`src/rtl/register.sv`:
```
// register: WIDTH-bit load-enable storage register with asynchronous active-low reset.
// Optional feature: define REGISTER_PARITY_EN to add a registered even-parity output q_par.
// q (and q_par when present) come straight from flops, so there is no
// combinational path from d or en to any output.
module register #(
   parameter int unsigned      WIDTH       = 64,
   parameter logic [WIDTH-1:0] RESET_VALUE = '0
) (
   input  logic             clk,
   input  logic             reset,
   input  logic             en,
   input  logic [WIDTH-1:0] d,
   output logic [WIDTH-1:0] q
`ifdef REGISTER_PARITY_EN
   ,
   output logic             q_par
`endif
);

   // Reject unsupported widths at elaboration time.
   if (WIDTH < 1 || WIDTH > 1024) begin : g_width_check
      $error("register: WIDTH must be in the range 1 to 1024");
   end

   logic [WIDTH-1:0] q_d;

   // Next state: load d when enabled, otherwise hold.
   always_comb begin
      q_d = q;
      if (en) begin
         q_d = d;
      end
   end

   // Storage flops; reset takes effect immediately and overrides any pending load.
   always_ff @(posedge clk or negedge reset) begin
      if (!reset) begin
         q <= RESET_VALUE;
      end else begin
         q <= q_d;
      end
   end

`ifdef REGISTER_PARITY_EN
   localparam logic ResetParity = ^RESET_VALUE;

   logic q_par_q;

   // Parity is computed from the next state so it updates on the same edge as q.
   always_ff @(posedge clk or negedge reset) begin
      if (!reset) begin
         q_par_q <= ResetParity;
      end else begin
         q_par_q <= ^q_d;
      end
   end

   assign q_par = q_par_q;
`endif

endmodule

```
`config.mk`:
```
export PLATFORM = sky130hd
export DESIGN_NAME = register
export DESIGN_NICKNAME = d
export VERILOG_FILES = /design/src/rtl/register.sv
export SDC_FILE = /design/constraint.sdc
export NUM_CORES = 1
export LEC_CHECK = 0
export ABC_AREA = 1
export ABC_CLOCK_PERIOD_IN_PS = 800
export CAP_MARGIN = 10
export CORE_ASPECT_RATIO = 0.9
export CORE_MARGIN = 2
export CORE_UTILIZATION = 30
export CTS_BUF_LIST = sky130_fd_sc_hd__clkbuf_8
export CTS_CLUSTER_DIAMETER = 100
export CTS_CLUSTER_SIZE = 10
export DETAILED_ROUTE_END_ITERATION = 8
export PLACE_DENSITY = 0.67
export SYNTH_ARGS = -nofsm -noshare
export SYNTH_HDL_FRONTEND = slang
export SYNTH_SLANG_ARGS = --single-unit
export TNS_END_PERCENT = 20
```
`constraint.sdc`:
```
create_clock -name clk -period 0.8 [get_ports clk]
set_input_delay 0.08 -clock clk [delete_from_list [all_inputs] [get_ports clk]]
set_output_delay 0.08 -clock clk [all_outputs]
set_load 0.005 [all_outputs]
```
# [Word level (Yosys, flattened, before mapping)]
# Cells that the tools add are included.
[totals] register_bits=64 out_inout_bits=64 wordCells=1

# [Logic depth before layout (Yosys ltp)]
[logic_depth] depth_word=0 mapped_depth=4

# [Least setup slack after synthesis]
# No wires, ideal clock.
[synth_timing] kind="input to register" startpoint="input port en" endpoint="register q[10]" setup_time_ns=0.116 arrival_time_ns=0.473 required_ns=0.684 setup_slack_ns=0.211 stages=4 path_cell_list="buf_4 > clkbuf_8 > nand2_1 > nand2_1"
[synth_lines] item="start: declaration" line_no="11" source="input logic en,"
[synth_lines] item="end signal: assignment" line_no="40" source="q <= q_d;"
[synth_lines] item="end: declaration" line_no="13" source="output logic [WIDTH-1:0] q"

# [Worst setup path in the final report]
[layout_timing] startpoint="register q[2]" endpoint="output port q[2]"
# No word-level cell between the ends.

==> results.json <==
{
  "status": "finished with violations",
  "violations": "negative setup slack",
  "place_hpwl_um": 4510,
  "reg2reg_to": "q[33]$_DFFE_PN0P_",
  "hold_path_class": "input pin to flop",
  "clkPwrFrac_pct": 38.1,
  "finalHoldViolCount": 0,
  "cts.path.max_buffers": 2,
  "max_stage_delay_ns": 0.39,
  "crit_fanout": 2,
  "worst_path_dominant_cell_family": "flip-flops",
  "yosysTopAreaCellShare_pct": 65.5,
  "synth-seq-cells": 64,
  "final_util_pct": 49.2,
  "switching_power_w": 0.00185,
  "gp_congestion": 0.710,
  "crit_arrival_ns": 0.86,
  "tightestPinTransition_ns": 0.208,
  "syn_to_final_growth_pct": 60.6,
  "clock_latency_ns": 0.33,
  "overflow": 0,
  "crit_chain": "buf_2",
  "reg_top3": "q x64",
  "yosysWarnings": 0,
  "die_w_um": 99.2,
  "via_per_inst": 4.16,
  "synthTopCellsByArea": "dfrtp_1 (65%), nand2_1 (29%), clkbuf_8 (3.4%)",
  "p_int_w": 0.00617,
  "worstPathRequired_ns": 0.72,
  "largest_register_ffs": 64,
  "drc_errors": 0,
  "wl_um": 6490,
  "powerDensity_mw_per_mm2": 2040,
  "avgRoutedWirePerCell_um": 12.3,
  "switching_share_pct": 23.1,
  "setup_violations": 64,
  "fmax_mhz": 1070,
  "synthesis.area_mm2": 0.00245,
  "dr.pass1.iters": 4,
  "fin_nets": 493,
  "drive_gt1_share_pct": 25.1,
  "fin_crit_sh_pct": 117,
  "start_kind": "flop",
  "ff2ff_setup_slack_ns": 0.07,
  "tns_ns": -7.16,
  "fill_cells": 790,
  "synth_seq_area_share_pct": 65.5,
  "max_slew_margin_pct": 86.1,
  "io_pins": 131,
  "yosys.area_share.simple_pct": 29.5,
  "antenna_found_initial": 0,
  "crit_type": "flop to output pin",
  "synth_cell_types": 6,
  "timing.rr.start": "q[33]$_DFFE_PN0P_",
  "rows": 31,
  "num_antenna_cells": 0,
  "dieArea_mm2": 0.00889,
  "fin_skew_ns": 0,
  "max-cap-violations": 0,
  "layout_min_cycle_time_ns": 0.936,
  "p_leak_nw": 2.15,
  "synthXorXnorAreaFrac_pct": 0,
  "numCtsBuffers": 9,
  "first_iter_violations": 74,
  "combPwrFrac_pct": 16.4,
  "reg2reg_depth": 3,
  "layout_setup_ws_ns": -0.136,
  "yosys.area.top_type": "dfrtp_1",
  "postRouteAntennaNets": 0,
  "grt_max_degree": 47,
  "routed-via-count": 2198,
  "path_buf_inv": 1,
  "numPortBuffers": 130,
  "cts_tree": "done",
  "synth_compound_area_share_pct": 0,
  "syn_area_per_cell_um2": 9.06,
  "multi_input_area_um2": 721,
  "critPathSlowestCell": "dfrtp_1",
  "slew_violations": 0,
  "root_buffer": "clkbuf_8",
  "cts.clk_slew.worst_paths_ns": 0.07,
  "seqCellArea_mm2": 0.00160,
  "grt_pass1_vias": 2192,
  "cp-end-kind": "output pin",
  "synth_fa_ha_area_share_pct": 0,
  "core_mm2": 0.00799,
  "synth_nets": 337,
  "htree_levels": 3,
  "vdd_drop_max_mv": 1.06,
  "grt.total_usage_pct": 15.0,
  "postSynthCellCount": 270,
  "p_seq_share_pct": 45.6,
  "start_util_pct": 30.6,
  "startpoint": "q[2]$_DFFE_PN0P_",
  "crit_end": "q[2]",
  "largest-register": "q",
  "cts_sinks": 64,
  "synth_top_family_by_area": "simple AND/OR/NAND/NOR gates",
  "worst-path-stages": 1,
  "die_y_um": 89.7,
  "synth_mux_area_share_pct": 0,
  "grt_setup_unrepaired": "yes",
  "grt_pass1_wl_um": 10400
}
[per-stage QoR]
step                power, W  hold WS (ns)  setup slack (ns)  cells  cell area, um^2
finish               0.00803         0.218            -0.136    529             3930
global route         0.00847         0.228            -0.185    529             3930
CTS                  0.00815         0.211            -0.158    525             3900
detailed placement   0.00522        0.0925            -0.153    493             3870
global placement     0.00519        0.0873            -0.151    493             3870
floorplan            0.00412        -0.216             0.211    270             2450
[layer usage]
metal | up-vias | routed length [um] | global-route usage [%]
li1 | 1115 | - | -
met1 | 1004 | 2730 | 17.9
met2 | 72 | 3210 | 25.7
met3 | 7 | 468 | 5.50
met4 | 0 | 85 | 4.48
met5 | - | 0 | 0
[layout by cell type, fill, tap and decap left out]
cell type,count
inv_2,1
buf_2,66
dlygate4sd3_1,1
nand2_1,192
dfrtp_1,64
bufinv_16,2
buf_4,21
clkinv_2,1
clkdlybuf4s50_1,64
buf_12,6
inv_1,1
clkbuf_8,11
[power by group through the flow]
stage	combinational, W	sequential [W]	clock [W]
floorplan	0.000363	0.00375	0
global placement	0.00147	0.00372	0
detailed placement	0.00149	0.00373	0
CTS	0.00132	0.00366	0.00317
global route	0.00148	0.00369	0.00330
finish	0.00131	0.00366	0.00305
[logic make-up after synthesis]
| group | Yosys count |
|---|---|
| AND/OR/NAND/NOR | 192 |
| flip-flops | 64 |
| buffers and inverters | 14 |
[cell type report]
| type | instances | share of cell area [%] |
|---|---|---|
| clock buffer | 11 | 3.85 |
| sequential | 64 | 40.8 |
| tap | 99 | 3.15 |
| timing repair buffer | 158 | 32.0 |
| clock inverter | 4 | 1.75 |
| inverter | 1 | 0.0955 |
| multi-input combinational | 192 | 18.3 |
[how the worst min path moves through the flow]
stage / endpoint / depth (start not counted) / start
after floorplan: q[0]$_DFFE_PN0P_ / 0 / reset
after global placement: q[54]$_DFFE_PN0P_ / 2 / reset
after detailed placement: q[57]$_DFFE_PN0P_ / 2 / reset
after CTS: q[8]$_DFFE_PN0P_ / 4 / en
after global routing: q[6]$_DFFE_PN0P_ / 4 / en
final: q[48]$_DFFE_PN0P_ / 4 / en
[what timing repair did]
item                                    in CTS  in global routing
setup buffers                               16                  4
resized for setup                          256                  0
hold endpoints to repair                    64                  0
hold buffers                                 1                  0
endpoints found under the setup margin      64                 64
[synth_stat cells]
master    count
buf_2         6
inv_2         1
clkbuf_8      6
nand2_1     192
dfrtp_1      64
buf_4         1
(Power assumes the default switching activity.)
